**src/rtl/lpc_host.sv**
```systemverilog
// -----------------------------------------------------------------------------
// lpc_host
// LPC bus initiator (host side). Issues single-byte I/O and TPM-locality read
// and write cycles to an LPC peripheral. Commands arrive on a valid/ready
// interface and complete with a one-clock response strobe. LAD is split into
// drive value, output enable and sampled input; the tri-state buffer is
// external to this block.
//
// Ports:
//   clk_i        LPC clock (LCLK)
//   rst_i        asynchronous active-high reset
//   req_valid_i  command valid
//   req_ready_o  high only while idle; command taken on valid & ready
//   req_write_i  1 = write cycle, 0 = read cycle
//   req_tpm_i    1 = TPM cycle (START 0101), 0 = I/O cycle (START 0000)
//   req_addr_i   16-bit cycle address
//   req_data_i   write data
//   rsp_valid_o  one-clock completion pulse
//   rsp_data_o   read data (0x00 for writes and aborted cycles)
//   rsp_err_o    error SYNC, wait timeout or no response
//   lframe_o     LFRAME#, active low
//   lad_o        LAD drive value
//   lad_oe_o     LAD output enable
//   lad_i        LAD sampled value
// -----------------------------------------------------------------------------
module lpc_host #(
    parameter int SHORT_WAIT_MAX = 8,
    parameter int LONG_WAIT_MAX  = 1024,
    parameter int NO_RESP_MAX    = 3
) (
    input  logic        clk_i,
    input  logic        rst_i,
    input  logic        req_valid_i,
    output logic        req_ready_o,
    input  logic        req_write_i,
    input  logic        req_tpm_i,
    input  logic [15:0] req_addr_i,
    input  logic [7:0]  req_data_i,
    output logic        rsp_valid_o,
    output logic [7:0]  rsp_data_o,
    output logic        rsp_err_o,
    output logic        lframe_o,
    output logic [3:0]  lad_o,
    output logic        lad_oe_o,
    input  logic [3:0]  lad_i
);

    localparam int SW_W = $clog2(SHORT_WAIT_MAX + 1);
    localparam int LW_W = $clog2(LONG_WAIT_MAX + 1);
    localparam int NR_W = $clog2(NO_RESP_MAX + 1);

    localparam logic [SW_W-1:0] SW_LIMIT = SW_W'(SHORT_WAIT_MAX);
    localparam logic [LW_W-1:0] LW_LIMIT = LW_W'(LONG_WAIT_MAX);
    localparam logic [NR_W-1:0] NR_LIMIT = NR_W'(NO_RESP_MAX);

    typedef enum logic [3:0] {
        S_IDLE,
        S_START,
        S_CYCDIR,
        S_ADDR,
        S_WDATA,
        S_TAR_H1,
        S_TAR_H2,
        S_SYNC,
        S_RDATA,
        S_TAR_P1,
        S_TAR_P2,
        S_ABORT,
        S_ABORT_REC,
        S_DONE
    } state_t;

    state_t            r_state;
    state_t            w_state_nxt;
    logic [1:0]        r_cnt;
    logic [1:0]        w_cnt_nxt;

    logic [SW_W-1:0]   r_short_cnt;
    logic [LW_W-1:0]   r_long_cnt;
    logic [NR_W-1:0]   r_none_cnt;
    logic [SW_W-1:0]   w_short_inc;
    logic [LW_W-1:0]   w_long_inc;
    logic [NR_W-1:0]   w_none_inc;

    logic              r_err;
    logic [7:0]        r_rsp_data;
    logic              r_rsp_err;

    // Latched command; captured on acceptance and held for the whole cycle
    logic              r_write;
    logic              r_tpm;
    logic [15:0]       r_addr;
    logic [7:0]        r_wdata;
    logic [7:0]        r_rdata;

    logic              w_accept;
    logic              w_code_ready;
    logic              w_code_short;
    logic              w_code_long;
    logic              w_code_none;
    logic              w_code_err;

    logic [3:0]        w_lad;
    logic              w_lad_oe;
    logic              w_lframe;

    assign w_accept     = (r_state == S_IDLE) && req_valid_i;

    assign w_code_ready = (lad_i == 4'h0);
    assign w_code_short = (lad_i == 4'h5);
    assign w_code_long  = (lad_i == 4'h6);
    assign w_code_none  = (lad_i == 4'hF);
    // 1010 and every unrecognised code are treated alike as an error SYNC
    assign w_code_err   = ~(w_code_ready | w_code_short | w_code_long | w_code_none);

    assign w_short_inc  = r_short_cnt + 1'b1;
    assign w_long_inc   = r_long_cnt + 1'b1;
    assign w_none_inc   = r_none_cnt + 1'b1;

    // Control state; reset forces the idle bus immediately, no abort sequence
    always_ff @(posedge clk_i or posedge rst_i) begin
        if (rst_i) begin
            r_state     <= S_IDLE;
            r_cnt       <= '0;
            r_short_cnt <= '0;
            r_long_cnt  <= '0;
            r_none_cnt  <= '0;
            r_err       <= 1'b0;
            r_rsp_data  <= 8'h00;
            r_rsp_err   <= 1'b0;
        end else begin
            r_state <= w_state_nxt;
            r_cnt   <= w_cnt_nxt;

            // Each wait counter only survives consecutive samples of its code
            if (r_state == S_SYNC) begin
                r_short_cnt <= w_code_short ? w_short_inc : '0;
                r_long_cnt  <= w_code_long  ? w_long_inc  : '0;
                r_none_cnt  <= w_code_none  ? w_none_inc  : '0;
            end else begin
                r_short_cnt <= '0;
                r_long_cnt  <= '0;
                r_none_cnt  <= '0;
            end

            if (w_accept) begin
                r_err <= 1'b0;
            end else if (((r_state == S_SYNC) && w_code_err) || (r_state == S_ABORT)) begin
                r_err <= 1'b1;
            end

            // Both paths into DONE pass through one of these states, so the
            // response is registered exactly one clock before the strobe
            if ((r_state == S_TAR_P2) || (r_state == S_ABORT_REC)) begin
                r_rsp_data <= (r_write || (r_state == S_ABORT_REC)) ? 8'h00 : r_rdata;
                r_rsp_err  <= r_err;
            end
        end
    end

    // Command and read-data holding registers; only meaningful inside a cycle
    always_ff @(posedge clk_i) begin
        if (w_accept) begin
            r_write <= req_write_i;
            r_tpm   <= req_tpm_i;
            r_addr  <= req_addr_i;
            r_wdata <= req_data_i;
        end
        if (r_state == S_RDATA) begin
            if (r_cnt[0]) begin
                r_rdata[7:4] <= lad_i;
            end else begin
                r_rdata[3:0] <= lad_i;
            end
        end
    end

    always_comb begin
        w_state_nxt = r_state;
        w_cnt_nxt   = r_cnt;
        w_lad       = 4'hF;
        w_lad_oe    = 1'b0;
        w_lframe    = 1'b1;

        case (r_state)
            S_IDLE: begin
                if (req_valid_i) begin
                    w_state_nxt = S_START;
                    w_cnt_nxt   = '0;
                end
            end
            S_START: begin
                w_lad       = r_tpm ? 4'h5 : 4'h0;
                w_lad_oe    = 1'b1;
                w_lframe    = 1'b0;
                w_state_nxt = S_CYCDIR;
            end
            S_CYCDIR: begin
                w_lad       = {2'b00, r_write, 1'b0};
                w_lad_oe    = 1'b1;
                w_state_nxt = S_ADDR;
                w_cnt_nxt   = '0;
            end
            S_ADDR: begin
                w_lad_oe = 1'b1;
                case (r_cnt)
                    2'd0:    w_lad = r_addr[15:12];
                    2'd1:    w_lad = r_addr[11:8];
                    2'd2:    w_lad = r_addr[7:4];
                    default: w_lad = r_addr[3:0];
                endcase
                if (r_cnt == 2'd3) begin
                    w_state_nxt = r_write ? S_WDATA : S_TAR_H1;
                    w_cnt_nxt   = '0;
                end else begin
                    w_cnt_nxt = r_cnt + 2'd1;
                end
            end
            S_WDATA: begin
                w_lad_oe = 1'b1;
                w_lad    = r_cnt[0] ? r_wdata[7:4] : r_wdata[3:0];
                if (r_cnt[0]) begin
                    w_state_nxt = S_TAR_H1;
                    w_cnt_nxt   = '0;
                end else begin
                    w_cnt_nxt = 2'd1;
                end
            end
            S_TAR_H1: begin
                w_lad_oe    = 1'b1;
                w_state_nxt = S_TAR_H2;
            end
            S_TAR_H2: begin
                w_state_nxt = S_SYNC;
            end
            S_SYNC: begin
                if (w_code_short) begin
                    if (w_short_inc == SW_LIMIT) begin
                        w_state_nxt = S_ABORT;
                        w_cnt_nxt   = '0;
                    end
                end else if (w_code_long) begin
                    if (w_long_inc == LW_LIMIT) begin
                        w_state_nxt = S_ABORT;
                        w_cnt_nxt   = '0;
                    end
                end else if (w_code_none) begin
                    if (w_none_inc == NR_LIMIT) begin
                        w_state_nxt = S_ABORT;
                        w_cnt_nxt   = '0;
                    end
                end else begin
                    // Ready or error: the cycle proceeds normally either way
                    w_state_nxt = r_write ? S_TAR_P1 : S_RDATA;
                    w_cnt_nxt   = '0;
                end
            end
            S_RDATA: begin
                if (r_cnt[0]) begin
                    w_state_nxt = S_TAR_P1;
                    w_cnt_nxt   = '0;
                end else begin
                    w_cnt_nxt = 2'd1;
                end
            end
            S_TAR_P1: begin
                w_state_nxt = S_TAR_P2;
            end
            S_TAR_P2: begin
                w_state_nxt = S_DONE;
            end
            S_ABORT: begin
                w_lad_oe = 1'b1;
                w_lframe = 1'b0;
                if (r_cnt == 2'd3) begin
                    w_state_nxt = S_ABORT_REC;
                    w_cnt_nxt   = '0;
                end else begin
                    w_cnt_nxt = r_cnt + 2'd1;
                end
            end
            S_ABORT_REC: begin
                w_state_nxt = S_DONE;
            end
            S_DONE: begin
                w_state_nxt = S_IDLE;
            end
            default: begin
                w_state_nxt = S_IDLE;
                w_cnt_nxt   = '0;
            end
        endcase
    end

    assign req_ready_o = (r_state == S_IDLE);
    assign rsp_valid_o = (r_state == S_DONE);
    assign rsp_data_o  = r_rsp_data;
    assign rsp_err_o   = r_rsp_err;
    assign lframe_o    = w_lframe;
    assign lad_o       = w_lad;
    assign lad_oe_o    = w_lad_oe;

endmodule

```
**config.mk**
```make
export PLATFORM = sky130hd
export DESIGN_NAME = lpc_host
export DESIGN_NICKNAME = d
export VERILOG_FILES = /design/src/rtl/lpc_host.sv
export SDC_FILE = /design/constraint.sdc
export NUM_CORES = 1
export LEC_CHECK = 0
export CAP_MARGIN = 20
export CORE_MARGIN = 1
export CORE_UTILIZATION = 48
export DETAILED_ROUTE_END_ITERATION = 7
export PLACE_DENSITY_LB_ADDON = 0.12
export SLEW_MARGIN = 15
export SYNTH_ARGS = -nofsm -noshare
export SYNTH_HDL_FRONTEND = slang
export SYNTH_SLANG_ARGS = --single-unit
```
**constraint.sdc**
```tcl
create_clock -name clk_i -period 2.5 [get_ports clk_i]
set_input_delay 0.625 -clock clk_i [delete_from_list [all_inputs] [get_ports clk_i]]
set_output_delay 0.625 -clock clk_i [all_outputs]
set_load 0.02 [all_outputs]
```
==> flow_summary.json, run 1 <==
{
  "status": "finished with violations",
  "violations": "setup timing",
  "synth_edf_count": 34,
  "clk_pin_slew_ns": 0.07,
  "grt_pass1_wl_mm": 9.853,
  "power_frac_comb_pct": 44.6,
  "end_kind": "primary output",
  "final_area_um2": 4019,
  "cp_max_fo": 3,
  "drive_gt1_share_pct": 16.71,
  "clk_path_buf_depth": 2,
  "syn_area_per_cell_um2": 11.57,
  "timing.final.crit_share_pct": 107.7,
  "final-hold-violation-count": 0,
  "vias": 2291,
  "io_buffers": 49,
  "final_nets": 382,
  "grt_remaining_overflow": 0,
  "syn_inst": 269,
  "placed_cell_area_um2": 3809,
  "clkPwrFrac_pct": 19.6,
  "crit_path_end": "lad_o[3]",
  "synth.distinct_cells": 45,
  "cts_buffers": 9,
  "worst_hold_slack_ns": 0.4442,
  "wire_per_inst_um": 14.51,
  "rsz0062_at_grt": "true",
  "first_iter_violations": 76,
  "slew_headroom_pct": 70.86,
  "rrSetupSlack_ns": 0.56,
  "power.total_mw": 4.050,
  "skew_ns": 0.008812,
  "p_per_area_nw_per_um2": 1008,
  "startpoint": "r_cnt[0]",
  "switchingPower_mw": 1.412,
  "drv_slew": 0,
  "initial_core_util_pct": 51.07,
  "syn_area_um2": 3113,
  "syn2layout_area_growth_pct": 29.10,
  "r2r-end": "r_state[3]",
  "dieWidth_um": 82.53,
  "path_cells": "inv_2, ha_4, a222oi_1, mux2i_1, a211oi_2, a31oi_1, or2_4, buf_6",
  "final_cell_mix": "clkdlybuf4s50_1 (41), edfxtp_1 (34), dfrtp_1 (33)",
  "drv_cap": 0,
  "cts_tree": "done",
  "grt_max_degree": 34,
  "min_path_type": "reg -> reg",
  "row_count": 28,
  "core_um2": 6096,
  "dp_slack_ns": -0.4349,
  "cpMaxStageDelayCell": "dfrtp_1",
  "finalWirelength_mm": 6.124,
  "pwr-share-seq_pct": 35.8,
  "syn_nets": 309,
  "dp.final_hpwl_mm": 4.430,
  "internal_power_mw": 2.637,
  "seq_area_frac_synth_pct": 59.32,
  "io_pins": 50,
  "final.fill_count": 510,
  "die_area_um2": 6811,
  "gr-usage-all-layers_pct": 20.02,
  "leakagePower_nw": 1.606,
  "setup_slack_ns": -0.1920,
  "max_freq_ghz": 0.3715,
  "root_buffer": "clkbuf_8",
  "synthArstFlopShare_pct": 49.25,
  "dp.cells": 404,
  "max_stage_delay_ns": 0.40,
  "gp_congestion": 0.8080,
  "ys_ff_latch": 67,
  "yosysWarnings": 0,
  "htree_levels": 3,
  "tightest_slew_ns": 0.4355,
  "worstSetupPathType": "reg -> out",
  "insertion_delay_ns": 0.34,
  "final_cells": 422,
  "rr_worst_depth": 7,
  "dr.pass1.iters": 4,
  "diodes": 0,
  "worstPathRequired_ns": 1.88,
  "first_global_vias": 2112,
  "ir_drop_mv": 0.6960,
  "setup_viol": 4,
  "ant_nets": 0,
  "cts_sinks": 67,
  "die_h_um": 82.53,
  "synth_ff_type": "edfxtp_1",
  "mostFrequentLayoutCell": "clkdlybuf4s50_1",
  "rr_startpoint": "r_state[2]",
  "crit_path_start_kind": "flop",
  "hold_buffers": 0,
  "drc": 0,
  "vias_per_cell": 5.429,
  "fin_crit_ns": 2.692,
  "cp.arrival_ns": 2.07,
  "switching_share_pct": 34.88,
  "grt_antenna_before_repair": 0
}
==> through the flow <==
stage / setup TNS (ns) / utilization [%]
after floorplan: 0 / -
after global placement: -0.7970 / 62.48
after detailed placement: -0.8576 / 62.48
after CTS: -0.4605 / 65.41
after global routing: -0.9245 / 65.93
final: -0.4912 / 65.93
==> power groups by stage <==
stage	Clock (mW)	Sequential [mW]	Combinational, mW
global placement	0	1.47	1.73
detailed placement	0	1.47	1.74
floorplan	0	1.50	1.01
CTS	0.814	1.45	1.75
global route	0.867	1.47	1.97
finish	0.792	1.45	1.81
==> critical path: cells and delay by family, from the launching register on <==
| kind | cells | cell delay [ns] |
|---|---|---|
| compound gates | 3 | 0.55 |
| flops | 1 | 0.40 |
| simple gates | 1 | 0.25 |
| buf+inv | 2 | 0.22 |
| fa+ha+maj | 1 | 0.17 |
| mux | 1 | 0.14 |
==> area by class of cell <==
type / instances / area (um2) / area share, %
inverters: 10 / 37.54 / 0.9340
clock inverters: 2 / 10.01 / 0.2491
well taps: 75 / 93.84 / 2.335
multi-input cells: 180 / 1202 / 29.92
repair buffers: 74 / 664.4 / 16.53
clock buffers: 14 / 163.9 / 4.078
flip-flops and latches: 67 / 1847 / 45.95
==> worst min path at each step <==
| stage | startpoint | cells after the start | endpoint | slack (ns) |
|---|---|---|---|---|
| 2_1_floorplan | r_none_cnt[0] | 1 | r_none_cnt[0] | 0.41 |
| 4_1_cts | r_none_cnt[0] | 1 | r_none_cnt[0] | 0.44 |
| 5_1_grt | r_none_cnt[0] | 1 | r_none_cnt[0] | 0.47 |
| 3_5_place_dp | r_none_cnt[0] | 1 | r_none_cnt[0] | 0.43 |
| 3_3_place_gp | r_none_cnt[0] | 1 | r_none_cnt[0] | 0.42 |
| 6_report | r_none_cnt[0] | 1 | r_none_cnt[0] | 0.44 |
==> flip-flops by register name, indices dropped and copies added (netlist names), 4 cells and up <==
name,count
rsp_data_o,8
r_rdata,8
r_addr,16
r_long_cnt,11
r_wdata,8
r_short_cnt,4
r_state,4
==> per-layer routing <==
layer	up-vias	GRT usage, %	part of all wire (%)
li1	1122	-	-
met4	0	8.276	2.1
met3	13	4.615	3.6
met5	-	0	0
met2	60	31.07	46
met1	1096	27.02	48
==> logic make-up (layout without fill, tap and decap cells) <==
logic type	after synthesis	count (layout)	share of synthesized area, %
and+or+nand+nor	97	97	16.12
AOI/OAI and AO/OA	55	55	12.38
xor gates and xnor gates	15	15	4.220
DFF	67	67	59.32
adders and majority gates	7	7	2.813
buffers and inverters	22	100	3.175
muxes	6	6	1.969
==> synth_stat cells, types with 2 or more instances <==
cell,instances,area (um2)
and2_1,3,18.77
mux2i_1,5,50.05
a211oi_1,3,22.52
xor2_1,7,61.31
a21oi_1,14,70.07
a22o_1,11,96.34
nor2b_1,9,56.30
dfrtp_1,33,825.8
a222oi_1,4,40.04
inv_1,10,37.54
and3_1,5,31.28
ha_1,7,87.58
o21ai_0,11,55.05
nor3_1,8,40.04
nor2_1,32,120.1
a2bb2oi_1,2,17.52
clkbuf_1,3,11.26
or2_2,4,25.02
buf_4,2,15.01
nand3_1,11,55.05
nor3b_1,2,15.01
edfxtp_1,34,1021
xnor2_1,8,70.07
nand2_1,12,45.04
or3_1,3,18.77
buf_2,7,35.03
==> timing repair <==
action	CTS	global route
pin swaps	5	7
gates resized for setup	33	7
endpoints found under the setup margin	8	5
buffers inserted	1	1
cloned	0	0
Note: power is estimated with default switching activity, not from simulation.
==> inputs of run 2 (changes only) <==
Settings changed: ABC_AREA set to 1, CORE_MARGIN 1 to 2.
==> flow_summary.json, run 2 <==
{
  "synth.most_common_cell": "nand2_1",
  "ys_ff_latch": 67,
  "final_nets": 444,
  "synth_edf_count": 34,
  "cts_buffers": 9,
  "drv_slew": 0,
  "synthArstFlopShare_pct": 49.25,
  "syn_area_per_cell_um2": 9.621,
  "crit_buf_inv": 3,
  "drv_cap": 0,
  "timing.final.crit_share_pct": 95.60,
  "hold_end": "r_none_cnt[0]",
  "reg_top3": "r_addr: 16 flops, r_long_cnt: 11 flops",
  "rr_worst_depth": 11,
  "rrSetupSlack_ns": 0.64,
  "dieWidth_um": 84.34,
  "syn_inst": 322,
  "synthTopCellsByCount": "nand2_1 (78), nor2_1 (52), edfxtp_1 (34), dfrtp_1 (33), inv_1 (28)",
  "drc": 0,
  "wire_per_inst_um": 13.59,
  "clk_path_buf_depth": 2,
  "die_area_um2": 7112,
  "die_h_um": 84.34,
  "final-hold-violation-count": 0,
  "io_buffers": 49,
  "clk_pin_slew_ns": 0.07,
  "htree_levels": 3,
  "regMostFlops": "r_addr",
  "dp.final_hpwl_mm": 4.793,
  "end_kind": "primary output",
  "cts_tree": "done",
  "yosys.area.top_type": "edfxtp_1",
  "diodes": 0,
  "gr-usage-all-layers_pct": 19.96,
  "max_stage_delay_ns": 0.43,
  "grt_remaining_overflow": 0,
  "insertion_delay_ns": 0.35,
  "mostFrequentLayoutCell": "nand2_1",
  "tightest_slew_ns": 0.5138,
  "seq_area_frac_synth_pct": 59.61,
  "first_global_vias": 2426,
  "final_area_um2": 4083,
  "startpoint": "r_state[0]",
  "syn2layout_area_growth_pct": 31.79,
  "vias_per_cell": 5.004,
  "fin_crit_ns": 2.390,
  "initial_core_util_pct": 49.35,
  "cp.arrival_ns": 1.76,
  "max_freq_ghz": 0.4184,
  "r2r-end": "r_state[1]",
  "worstPathRequired_ns": 1.88,
  "crit_path_start_kind": "flop",
  "root_buffer": "clkbuf_8",
  "hp-start": "r_none_cnt[0]",
  "hold_depth": 1,
  "grt_antenna_before_repair": 0,
  "final_cell_mix": "nand2_1 (78), nor2_1 (47), clkdlybuf4s50_1 (41)",
  "dr.pass1.iters": 4,
  "largest_reg_flops": 16,
  "gp_congestion": 0.8761,
  "ir_drop_mv": 0.6659,
  "cpMaxStageDelayCell": "dfrtp_1",
  "ant_nets": 0,
  "grt_pass1_wl_mm": 11.16,
  "core_um2": 6277,
  "crit_family": "buffers and inverters",
  "slew_headroom_pct": 65.51,
  "synth_area_leaders": "edfxtp_1 (33%), dfrtp_1 (27%), nand2_1 (9.5%)",
  "power.total_mw": 4.120,
  "path_cells": "nand2_1, buf_4, nor2_1, inv_1, o211ai_1, clkdlybuf4s15_1",
  "skew_ns": 0.009965,
  "placed_cell_area_um2": 3835,
  "synth_top_area_share_pct": 32.96,
  "rr_startpoint": "r_state[0]",
  "status": "finished clean",
  "synth.distinct_cells": 33,
  "hold_buffers": 0,
  "finalWirelength_mm": 6.603,
  "first_iter_violations": 168,
  "vias": 2432,
  "yosysWarnings": 0,
  "row_count": 29,
  "syn_nets": 362,
  "synth_ff_type": "edfxtp_1",
  "p_per_area_nw_per_um2": 1009,
  "cp_max_fo": 4,
  "leakagePower_nw": 1.731,
  "syn_area_um2": 3098,
  "drive_gt1_share_pct": 19.32,
  "setup_viol": 0,
  "io_pins": 50,
  "grt_max_degree": 34,
  "cts_sinks": 67,
  "min_path_type": "reg -> reg",
  "worstSetupPathType": "reg -> out"
}
-- run 2: cell count changes after synthesis, moves of 6 or more --
| cell | before | now |
|---|---|---|
| nor2b_1 | 9 | 0 |
| nor3_1 | 8 | 2 |
| nand2_1 | 12 | 78 |
| a22o_1 | 11 | 0 |
| nand3_1 | 11 | 22 |
| a21oi_1 | 14 | 7 |
| nor2_1 | 32 | 52 |
| buf_2 | 7 | 1 |
| xnor2_1 | 8 | 0 |
| inv_1 | 10 | 28 |
| o211ai_1 | 1 | 7 |
-- run 2: worst max path at each step --
stage                      to  cells past startpoint
floorplan           r_addr[0]                      2
global placement     lad_o[2]                      7
detailed placement   lad_o[3]                      7
CTS                  lad_o[2]                      9
global route         lad_o[0]                      9
finish               lad_oe_o                      6
-- run 2: repair_timing --
item | in CTS | in global routing
setup buffers | 2 | 4
gates resized for setup | 17 | 16
pin swaps | 1 | 1
endpoints found under the setup margin | 7 | 5
-- run 2: report_power, final --
part	internal (mW)	switching (mW)	leakage, nW
registers	1.37	0.110	0.753
logic	0.735	1.03	0.893
clock network	0.454	0.424	0.0849
total	2.56	1.56	1.73
-- run 2: area by class of cell --
cell class                 instances  area [um2]
multi-input combinational        223        1169
tap                               77       96.34
timing repair buffer              73       663.1
clock buffer                       9       123.9
inverter                          30       112.6
fill                             513        2195
clock inverter                     7       68.82
sequential                        67        1849
-- run 2: cell families (layout without fill, tap and decap cells) --
kind of cell	after synthesis	in the layout	synth area share (%)
AO/OA/AOI/OAI	28	28	5.775
XOR/XNOR	3	3	0.8483
AND/OR/NAND/NOR	184	184	26.70
multiplexers	1	1	0.3231
adder cells (fa/ha/maj)	7	7	2.827
buffers and inverters	32	119	3.917
flip-flops	67	67	59.61
-- run 2: per-layer routing --
| layer | wire length [um] | up-vias | track usage [%] |
|---|---|---|---|
| met1 | 2920 | 1129 | 25.50 |
| met3 | 275 | 9 | 3.933 |
| met4 | 94 | 0 | 8.081 |
| met5 | 0 | - | 0 |
| met2 | 3313 | 57 | 33.55 |
| li1 | - | 1237 | - |
-- run 2: worst register-to-register path, delay by kind of cell (launching register included) --
family	cells	cell delay, ns
simple gates	7	0.94
flops	1	0.43
buf+inv	3	0.30
compound gates	1	0.08
-- run 2: stage by stage --
| step | setup WS [ns] | utilization (%) | hold WS, ns | setup TNS, ns | std cells |
|---|---|---|---|---|---|
| finish | 0.1100 | 65.04 | 0.4700 | 0 | 486 |
| global route | -0.02211 | 65.04 | 0.4857 | -0.02744 | 486 |
| CTS | -0.03695 | 64.54 | 0.4712 | -0.06034 | 482 |
| detailed placement | -0.009713 | 61.09 | 0.4599 | -0.01479 | 464 |
| global placement | 0.02143 | 61.09 | 0.4150 | 0 | 464 |
| floorplan | 0.3065 | - | 0.4032 | 0 | 322 |
